File: src/rtl/tpu_tile_sequencer_if.sv
// Host/datapath bundle for the TPU tile sequencer.
// master = host side (drives start/abort/config), slave = the sequencer (drives strobes/addresses).
interface tpu_tile_sequencer_if #(
    parameter int ADDRESSSIZE   = 10,
    parameter int ADDRESSSIZE_W = 2,
    parameter int TILE_BW       = 4
);
    logic                     start;
    logic                     abort;
    logic [TILE_BW-1:0]       num_tiles;
    logic [ADDRESSSIZE-1:0]   ub_base;
    logic [ADDRESSSIZE-1:0]   res_base;
    logic [ADDRESSSIZE_W-1:0] w_base;
    logic                     busy;
    logic                     done;
    logic                     ub_rd_en;
    logic [ADDRESSSIZE-1:0]   ub_rd_addr;
    logic [ADDRESSSIZE_W-1:0] w_addr;
    logic                     we_rl;
    logic                     res_wr_en;
    logic [ADDRESSSIZE-1:0]   res_wr_addr;
    logic [TILE_BW-1:0]       tile_idx;
    logic [31:0]              cycle_count;

    modport master (
        output start, abort, num_tiles, ub_base, res_base, w_base,
        input  busy, done, ub_rd_en, ub_rd_addr, w_addr, we_rl,
               res_wr_en, res_wr_addr, tile_idx, cycle_count
    );

    modport slave (
        input  start, abort, num_tiles, ub_base, res_base, w_base,
        output busy, done, ub_rd_en, ub_rd_addr, w_addr, we_rl,
               res_wr_en, res_wr_addr, tile_idx, cycle_count
    );
endinterface

File: src/rtl/tpu_tile_sequencer.sv
// Tile sequencer: per tile, weight select + reload, MATRIX_SIZE UB reads, delayed result writes.
// Optional busy-cycle counter enabled by defining TPU_SEQ_PERF_CNT_EN.
module tpu_tile_sequencer #(
    parameter int MATRIX_SIZE   = 16,
    parameter int ADDRESSSIZE   = 10,
    parameter int ADDRESSSIZE_W = 2,
    parameter int TILE_BW       = 4,
    parameter int RESULT_LAT    = 34
) (
    input  logic                 clk,
    input  logic                 rstn,
    tpu_tile_sequencer_if.slave  bus
);
    localparam int KW = (MATRIX_SIZE > 1) ? $clog2(MATRIX_SIZE) : 1;
    localparam logic [KW-1:0] K_LAST = KW'(MATRIX_SIZE - 1);

    typedef enum logic [2:0] {IDLE, WADDR, WLOAD, STREAM, DRAIN, DONE} state_t;

    state_t                   state_q;
    logic [TILE_BW-1:0]       num_tiles_q;
    logic [ADDRESSSIZE-1:0]   ub_base_q;
    logic [ADDRESSSIZE-1:0]   res_base_q;
    logic [ADDRESSSIZE_W-1:0] w_base_q;
    logic [TILE_BW-1:0]       tile_idx_q;
    logic [KW-1:0]            k_q;
    logic [KW-1:0]            j_q;
    logic [RESULT_LAT-1:0]    line_q;
    logic                     wr_last_q;
    logic                     busy_q;
    logic                     done_q;
    logic                     ub_rd_en_q;
    logic [ADDRESSSIZE-1:0]   ub_rd_addr_q;
    logic [ADDRESSSIZE_W-1:0] w_addr_q;
    logic                     we_rl_q;
    logic [ADDRESSSIZE-1:0]   res_wr_addr_q;

    logic [RESULT_LAT:0]      tap_d;
    logic                     wr_next_d;
    logic [ADDRESSSIZE-1:0]   tile_ofs_d;
    logic [TILE_BW:0]         tile_nxt_d;

    // tap_d[i] is the read strobe delayed by i cycles; the top tap is the write strobe.
    assign tap_d      = {line_q, ub_rd_en_q};
    assign wr_next_d  = tap_d[RESULT_LAT-1];
    assign tile_ofs_d = ADDRESSSIZE'(tile_idx_q) * ADDRESSSIZE'(MATRIX_SIZE);
    assign tile_nxt_d = {1'b0, tile_idx_q} + (TILE_BW+1)'(1);

    always_ff @(posedge clk or negedge rstn) begin
        if (!rstn) begin
            state_q       <= IDLE;
            num_tiles_q   <= '0;
            ub_base_q     <= '0;
            res_base_q    <= '0;
            w_base_q      <= '0;
            tile_idx_q    <= '0;
            k_q           <= '0;
            j_q           <= '0;
            line_q        <= '0;
            wr_last_q     <= 1'b0;
            busy_q        <= 1'b0;
            done_q        <= 1'b0;
            ub_rd_en_q    <= 1'b0;
            ub_rd_addr_q  <= '0;
            w_addr_q      <= '0;
            we_rl_q       <= 1'b0;
            res_wr_addr_q <= '0;
        end else if (bus.abort) begin
            state_q    <= IDLE;
            tile_idx_q <= '0;
            k_q        <= '0;
            j_q        <= '0;
            line_q     <= '0;
            wr_last_q  <= 1'b0;
            busy_q     <= 1'b0;
            done_q     <= 1'b0;
            ub_rd_en_q <= 1'b0;
            we_rl_q    <= 1'b0;
        end else begin
            line_q <= tap_d[RESULT_LAT-1:0];
            // Write address is set one cycle ahead so it lines up with the write strobe.
            if (wr_next_d) begin
                res_wr_addr_q <= res_base_q + tile_ofs_d + ADDRESSSIZE'(j_q);
                wr_last_q     <= (j_q == K_LAST);
                j_q           <= (j_q == K_LAST) ? '0 : j_q + KW'(1);
            end else begin
                wr_last_q <= 1'b0;
            end

            case (state_q)
                IDLE: begin
                    if (bus.start) begin
                        num_tiles_q <= bus.num_tiles;
                        ub_base_q   <= bus.ub_base;
                        res_base_q  <= bus.res_base;
                        w_base_q    <= bus.w_base;
                        tile_idx_q  <= '0;
                        busy_q      <= 1'b1;
                        if (bus.num_tiles == '0) begin
                            done_q  <= 1'b1;
                            state_q <= DONE;
                        end else begin
                            w_addr_q <= bus.w_base;
                            state_q  <= WADDR;
                        end
                    end
                end
                WADDR: begin
                    we_rl_q <= 1'b1;
                    state_q <= WLOAD;
                end
                WLOAD: begin
                    we_rl_q      <= 1'b0;
                    ub_rd_en_q   <= 1'b1;
                    ub_rd_addr_q <= ub_base_q + tile_ofs_d;
                    k_q          <= '0;
                    state_q      <= STREAM;
                end
                STREAM: begin
                    if (k_q == K_LAST) begin
                        ub_rd_en_q <= 1'b0;
                        state_q    <= DRAIN;
                    end else begin
                        k_q          <= k_q + KW'(1);
                        ub_rd_addr_q <= ub_rd_addr_q + ADDRESSSIZE'(1);
                    end
                end
                DRAIN: begin
                    if (tap_d[RESULT_LAT] && wr_last_q) begin
                        if (tile_nxt_d < {1'b0, num_tiles_q}) begin
                            tile_idx_q <= tile_nxt_d[TILE_BW-1:0];
                            w_addr_q   <= w_base_q + ADDRESSSIZE_W'(tile_nxt_d);
                            state_q    <= WADDR;
                        end else begin
                            done_q  <= 1'b1;
                            state_q <= DONE;
                        end
                    end
                end
                DONE: begin
                    done_q  <= 1'b0;
                    busy_q  <= 1'b0;
                    state_q <= IDLE;
                end
                default: state_q <= IDLE;
            endcase
        end
    end

    assign bus.busy        = busy_q;
    assign bus.done        = done_q;
    assign bus.ub_rd_en    = ub_rd_en_q;
    assign bus.ub_rd_addr  = ub_rd_addr_q;
    assign bus.w_addr      = w_addr_q;
    assign bus.we_rl       = we_rl_q;
    assign bus.res_wr_en   = tap_d[RESULT_LAT];
    assign bus.res_wr_addr = res_wr_addr_q;
    assign bus.tile_idx    = tile_idx_q;

`ifdef TPU_SEQ_PERF_CNT_EN
    logic [31:0] cycle_count_q;

    always_ff @(posedge clk or negedge rstn) begin
        if (!rstn) begin
            cycle_count_q <= '0;
        end else if (bus.abort) begin
            cycle_count_q <= cycle_count_q;
        end else if (state_q == IDLE && bus.start) begin
            cycle_count_q <= '0;
        end else if (busy_q && cycle_count_q != 32'hFFFF_FFFF) begin
            cycle_count_q <= cycle_count_q + 32'd1;
        end
    end

    assign bus.cycle_count = cycle_count_q;
`else
    assign bus.cycle_count = 32'd0;
`endif
endmodule

File: src/flat_wrapper.sv
// flat-port wrapper written by rule: the top's interface ports become plain ports
module tpu_tile_sequencer_flat 
#(
    parameter int MATRIX_SIZE   = 16,
    parameter int ADDRESSSIZE   = 10,
    parameter int ADDRESSSIZE_W = 2,
    parameter int TILE_BW       = 4,
    parameter int RESULT_LAT    = 34
)
  (clk, rstn, bus_start, bus_abort, bus_num_tiles, bus_ub_base, bus_res_base, bus_w_base, bus_busy, bus_done, bus_ub_rd_en, bus_ub_rd_addr, bus_w_addr, bus_we_rl, bus_res_wr_en, bus_res_wr_addr, bus_tile_idx, bus_cycle_count);
  tpu_tile_sequencer_if #(.ADDRESSSIZE(ADDRESSSIZE), .ADDRESSSIZE_W(ADDRESSSIZE_W), .TILE_BW(TILE_BW)) bus_i ();
  input  logic clk;
  input  logic rstn;
  input wire logic [$bits(bus_i.start)-1:0] bus_start;
  input wire logic [$bits(bus_i.abort)-1:0] bus_abort;
  input wire logic [$bits(bus_i.num_tiles)-1:0] bus_num_tiles;
  input wire logic [$bits(bus_i.ub_base)-1:0] bus_ub_base;
  input wire logic [$bits(bus_i.res_base)-1:0] bus_res_base;
  input wire logic [$bits(bus_i.w_base)-1:0] bus_w_base;
  output wire logic [$bits(bus_i.busy)-1:0] bus_busy;
  output wire logic [$bits(bus_i.done)-1:0] bus_done;
  output wire logic [$bits(bus_i.ub_rd_en)-1:0] bus_ub_rd_en;
  output wire logic [$bits(bus_i.ub_rd_addr)-1:0] bus_ub_rd_addr;
  output wire logic [$bits(bus_i.w_addr)-1:0] bus_w_addr;
  output wire logic [$bits(bus_i.we_rl)-1:0] bus_we_rl;
  output wire logic [$bits(bus_i.res_wr_en)-1:0] bus_res_wr_en;
  output wire logic [$bits(bus_i.res_wr_addr)-1:0] bus_res_wr_addr;
  output wire logic [$bits(bus_i.tile_idx)-1:0] bus_tile_idx;
  output wire logic [$bits(bus_i.cycle_count)-1:0] bus_cycle_count;
  assign bus_i.start = bus_start;
  assign bus_i.abort = bus_abort;
  assign bus_i.num_tiles = bus_num_tiles;
  assign bus_i.ub_base = bus_ub_base;
  assign bus_i.res_base = bus_res_base;
  assign bus_i.w_base = bus_w_base;
  assign bus_busy = bus_i.busy;
  assign bus_done = bus_i.done;
  assign bus_ub_rd_en = bus_i.ub_rd_en;
  assign bus_ub_rd_addr = bus_i.ub_rd_addr;
  assign bus_w_addr = bus_i.w_addr;
  assign bus_we_rl = bus_i.we_rl;
  assign bus_res_wr_en = bus_i.res_wr_en;
  assign bus_res_wr_addr = bus_i.res_wr_addr;
  assign bus_tile_idx = bus_i.tile_idx;
  assign bus_cycle_count = bus_i.cycle_count;
  tpu_tile_sequencer #(.MATRIX_SIZE(MATRIX_SIZE), .ADDRESSSIZE(ADDRESSSIZE), .ADDRESSSIZE_W(ADDRESSSIZE_W), .TILE_BW(TILE_BW), .RESULT_LAT(RESULT_LAT)) u_core (.clk(clk), .rstn(rstn), .bus(bus_i));
endmodule
File: config.mk
export PLATFORM = sky130hd
export DESIGN_NAME = tpu_tile_sequencer_flat
export DESIGN_NICKNAME = d
export VERILOG_FILES = /design/src/rtl/tpu_tile_sequencer_if.sv /design/src/rtl/tpu_tile_sequencer.sv /design/src/flat_wrapper.sv
export SDC_FILE = /design/constraint.sdc
export NUM_CORES = 1
export LEC_CHECK = 0
export ABC_CLOCK_PERIOD_IN_PS = 5800
export CAP_MARGIN = 10
export CORE_MARGIN = 2
export CORE_UTILIZATION = 35
export DETAILED_ROUTE_END_ITERATION = 8
export MAX_ROUTING_LAYER = met4
export SLEW_MARGIN = 10
export SYNTH_ARGS = -nofsm -noshare
export SYNTH_HDL_FRONTEND = slang
export SYNTH_SLANG_ARGS = --single-unit
File: constraint.sdc
create_clock -name clk -period 5.8 [get_ports clk]
set_input_delay 1.45 -clock clk [delete_from_list [all_inputs] [get_ports clk]]
set_output_delay 1.45 -clock clk [all_outputs]
set_load 0.005 [all_outputs]
Word-level counts from Yosys, hierarchy flattened:

Index checks and enable logic that the tools add are counted.

* register bits after elaboration: 102
* input bits: 30
* output and inout bits: 63
* word-level logic and storage cells: 109

* $add $sub $neg: 8
* magnitude comparators: 1
* eq/ne operators: 19
* multiplexer cells: 42
* bitwise operators: 1
* reduce and logical (&&, ||, !) cells: 21

Operators by type and width (count)
* $mux W4: 9
* $mux W34: 1
* $add A10 B8 Y10: 2
* $pmux W10 S2: 1
* $mux W3: 6
* $pmux W4 S2: 2
* $pmux W3 S5: 1
* $mux W1: 12
* $ne A3 B2 Y1 const B: 4
* $reduce_bool A3 Y1: 4
* $add A10 B1 Y10 const B: 1
* $add A10 B4 Y10: 1
* $mux W10: 1
* $ne A3 B3 Y1 const B: 3
* $reduce_and A3 Y1: 3
* $add A4 B1 Y4 const B: 2
* $eq A4 B4 Y1 const B: 2
* $mux W2: 4
* $reduce_and A2 Y1: 4
* $eq A3 B2 Y1 const B: 2
* $eq A3 B3 Y1 const B: 2
* $ne A2 B2 Y1 const B: 3
* $pmux W1 S2: 3
* $reduce_and A6 Y1: 1
* other kinds (15): 18

Longest topological paths before layout:

* word-level depth: 6
* gate-level depth with buffers: 8
* depth with buffers taken out: 8

Worst setup path before layout:

Ideal clock, no wire load.

* path kind: input port to flip-flop
* from: input bus_start
* to: register u_core.w_addr_q[0], in the netlist u_core.bus.w_addr[0]
* setup time: 0.128 ns
* arrival time: 2.556 ns
* data required time: 5.672 ns
* setup slack: 3.116 ns
* stages on the path: 5
* buffers on the path: 0
* cells stage by stage: nor2b_1 -> o21a_1 -> o221ai_2 -> a311o_1 -> mux2_1

* word-level cells in the longest chain between the ends: 2

Ends and longest elaborated chain
* from (decl): RTL line flat_wrapper.sv:14 `input wire logic [$bits(bus_i.start)-1:0] bus_start;`
* $ne A2 B2 Y1 (no source line)
* $reduce_and A6 Y1 (no source line)
* to (signal assigned): RTL line tpu_tile_sequencer.sv:102 `w_addr_q <= bus.w_base;`
* to (signal assigned): RTL line tpu_tile_sequencer.sv:131 `w_addr_q <= w_base_q + ADDRESSSIZE_W'(tile_nxt_d);`
* to (decl): RTL line tpu_tile_sequencer.sv:33 `logic [ADDRESSSIZE_W-1:0] w_addr_q;`

Every way passes these cells.
A chain may end at the register's enable or synchronous reset.

Final worst setup path:

* from: input bus_abort
* to: register u_core.res_wr_addr_q[9], in the netlist u_core.bus.res_wr_addr[9]

* word-level cells in the longest chain between the ends: 2

Ends and longest elaborated chain
* from (decl): RTL line flat_wrapper.sv:15 `input wire logic [$bits(bus_i.abort)-1:0] bus_abort;`
* $not A1 Y1 (no source line)
* $reduce_and A2 Y1 (no source line)
* to (signal assigned): RTL line tpu_tile_sequencer.sv:82 `res_wr_addr_q <= res_base_q + tile_ofs_d + ADDRESSSIZE'(j_q);`
* to (decl): RTL line tpu_tile_sequencer.sv:35 `logic [ADDRESSSIZE-1:0] res_wr_addr_q;`

Every way passes these cells.

==> implementation parameters <==
Parameter                              Value

Clocking
  CTS Hold Buffers Added ... 0
  Clock Tree Buf Depth ... 2
  Number of CTS-inserted buffers ... 9
  Clock transition at the register clock pins on the worst setup and hold paths after CTS ... about 70 ps
  Number of H-tree levels ... 3
  Clock root buffer ... sky130_fd_sc_hd__clkbuf_16
  Skew-Pair Late Insertion Delay ... roughly 350 ps
  Number of buffers inserted by post-CTS setup repair ... 0
  Cells resized by post-CTS repair ... 0
  CTS tree ... yes
  Total clock sinks ... ~100

Power and ir drop
  Peak supply drop ... approximately 0.17 mV
  Total leakage power ... between 0.002 and 0.003 uW
  Overall power consumption ... 1950 uW
  Ratio of total power to cell area ... between 300 and 400 nW/um2

GRT
  Vias in the first global route ... 3543
  Number of antenna violations at the first check in global routing ... 0
  Global route overflow ... 0
  First-pass GRT wire length ... 18100 um
  Pin count of the biggest net entering global routing ... just over 60
  Overall track demand over capacity in global routing ... ~15%

Floorplanning
  Count of pins on the block boundary ... 93
  Total Die Area ... around 16000 um2
  Core Area ... 14400 um2
  Width of the chip ... about 120 um
  Vert. Die Dim ... 125 um
  Initial core utilization ... a little over a third
  Std-Cell Rows ... 44

Place
  Final Wtd Congestion ... approximately 0.83
  DP Area ... approximately 5700 um2
  Sum of net half-perimeters after detailed placement ... roughly 7200 um
  Port Buffer Count ... 60

Timing
  Final critical delay including setup and external delays ... between 3000 and 4000 ps
  Max Slew Vio Count ... 0
  Relative max-transition margin ... roughly 33%
  Worst clock skew ... between 10 and 15 ps
  Worst Tran Pin Value ... 998 ps
  Post-Route Hold Slack ... roughly 460 ps
  Final-report hold violation count ... 0
  Achievable Freq ... between 0.2 and 0.3 GHz
  Share of the cycle needed by the critical path after routing ... between 60% and 70%
  Sum of negative setup slack ... 0 ps
  Unrepaired setup endpoints after global routing ... no
  Final-report setup violation count ... 0

Worst hold path
  Hold crit path type ... reg2reg
  Worst hold start ... u_core.line_q[27]

Worst setup path
  Cell-by-cell listing of the critical path ... buf_2 > nand2b_1 > nor3b_1 > a21oi_1 > o31ai_1 > or3_1
  Launch point of the worst reg-to-reg path ... u_core.bus.tile_idx[0]
  Delay contributed by the slowest stage of the critical path ... a little under 800 ps
  Data required time at the worst endpoint ... 6030 ps
  Cell type of the slowest stage on the worst timing path ... sky130_fd_sc_hd__nand2b_1
  Arrival time worst endpoint ... roughly 3700 ps
  Launch point of the worst path ... bus_abort
  Startpoint Class ... input pin
  Critical setup path kind ... in2reg
  Worst Path Max Fanout ... between 50 and 60
  Crit path capture type ... flop

Logic synthesis
  Share of async-settable or async-resettable flops after synthesis ... 100%
  Number of standard cells after synthesis ... around 480
  Main flop type after synthesis ... sky130_fd_sc_hd__dfrtp_1
  Average cell area after synthesis ... 10.6 um2
  EDFF count, synth ... 0
  Post-synthesis register bit count ... 102
  Post-synthesis cell type count ... 56
  Yosys synthesis warning count ... 0
  Synth Cell Area ... 5110 um2
  Portion of the post-synthesis area used by sequential elements ... between 40% and 50%

Finish
  Layout cell share with drive strength beyond 1 ... a little under a tenth
  Antenna fix cells ... 0
  Area grow syn2layout ... 18.1%
  Post-route core utilization ... a little over two fifths
  Final design area excluding fillers ... just over 6000 um2
  Final net count ... 590

Job
  Max-cap violation count ... 0

Routing
  Count of routing violations after the opening detailed-route iteration ... 350
  DRC violations left ... 0
  WL/cell ... ~15 um
  Number of nets with antenna violations after detailed routing ... 0
  Via Count ... 3658
  Detailed-router iteration count before antenna repair ... 6
  Per-cell via count in the routed design ... 5.03
  Final wirelength ... roughly 11000 um

Outcome
  Run status ... complete, no violations
-- cells in the mapped netlist, drive strengths merged (3+ instances only) --
cell type	number	share of area (%)
o31ai	4	0.59
a21oi	31	3.0
clkbuf	11	0.81
nor3b	4	0.59
xnor2	5	0.86
a31oi	8	0.98
buf	39	5.5
ha	20	4.9
nor2b	37	4.5
and3	5	0.61
mux2	30	6.6
nand3	15	1.5
or3	4	0.49
mux2i	4	0.78
o21ai	29	2.8
nor3	5	0.49
a211oi	3	0.54
a22oi	3	0.44
xor2	7	1.2
nand2	35	2.6
dfrtp	102	50
o21a	7	1.0
nor2	23	2.0
inv	19	1.4
a21o	3	0.44
-- stage by stage --
step / cells / setup WS (ps)
final: 727 / 2310
after CTS: 727 / 2340
after floorplan: 515 / 3120
after global routing: 727 / 2100
after global placement: 711 / 2000
after detailed placement: 711 / 1950
-- final cells by class --
type	count	area [um2]
fill	1388	8380
sequential	102	2550
multi-input combinational	344	2290
timing repair buffer	62	608
clock buffer	12	236
tap	184	230
inverter	19	71.3
clock inverter	4	56.3
-- sequential cells by signal (all words and copies together) (netlist names) --
register                count
u_core.wr_last_q            1
u_core.bus.done             1
u_core.bus.ub_rd_addr      10
u_core.w_base_q             2
u_core.ub_base_q           10
u_core.j_q                  4
u_core.state_q              3
u_core.bus.res_wr_addr     10
u_core.bus.busy             1
u_core.bus.w_addr           2
u_core.line_q              34
u_core.bus.we_rl            1
u_core.bus.ub_rd_en         1
u_core.k_q                  4
u_core.bus.tile_idx         4
u_core.num_tiles_q          4
u_core.res_base_q          10
-- worst max-delay path, delay by kind of cell --
family / cells / cell delay [ps]
simple gates: 3 / 1260
compound gates: 2 / 240
buf+inv: 1 / 730
-- power by group --
group	switching, uW	internal (uW)	total (uW)
Clock	266	338	604
Sequential	106	813	919
Combinational	193	234	427
-- final timing paths --
path,to,slack (ps),depth (start not counted)
worst max-delay path,u_core.bus.res_wr_addr[9],2310,6
worst min-delay path,u_core.line_q[28],460,1
worst max register to register,u_core.bus.w_addr[1],2990,8
worst min register to register,u_core.line_q[28],460,1
max in group asynchronous,u_core.ub_base_q[6],3540,2
min in group asynchronous,u_core.bus.w_addr[0],1090,1
-- cells in the final DEF (no fill, tap or decap), drive strengths merged, types with 3 or more instances in the layout --
master           n
a211oi           3
a21o             3
clkbuf          12
mux2            30
o21a             7
nand3           15
and3             5
nand2           35
a21oi           31
o21ai           29
nor3             5
xnor2            5
a31oi            8
clkdlybuf4s50   58
or3              4
xor2             7
nor2            23
ha              20
conb            32
buf              4
dfrtp          102
nor3b            4
o31ai            4
a22oi            3
mux2i            4
nor2b           37
inv             20
-- layer usage --
metal  track usage (%)  wire (um)  part of all wire [%]
met5                 -          0                     0
met4              4.44        145                   1.4
met3              4.25        549                   5.1
met2              22.2       4900                    46
met1              19.5       5140                    48
-- cells by family (layout without fill, tap and decap cells) --
family,Yosys count,after routing,share of synthesized area [%]
AND/OR/NAND/NOR,139,139,14.4
other,1,32,0.0733
multiplexers,34,34,7.39
buffers and inverters,69,97,7.66
flip-flops,102,102,49.9
adder cells (fa/ha/maj),22,22,5.68
AO/OA/AOI/OAI,105,105,12.9
XOR/XNOR,12,12,2.05
No activity file was read; power rests on OpenSTA's default activity.
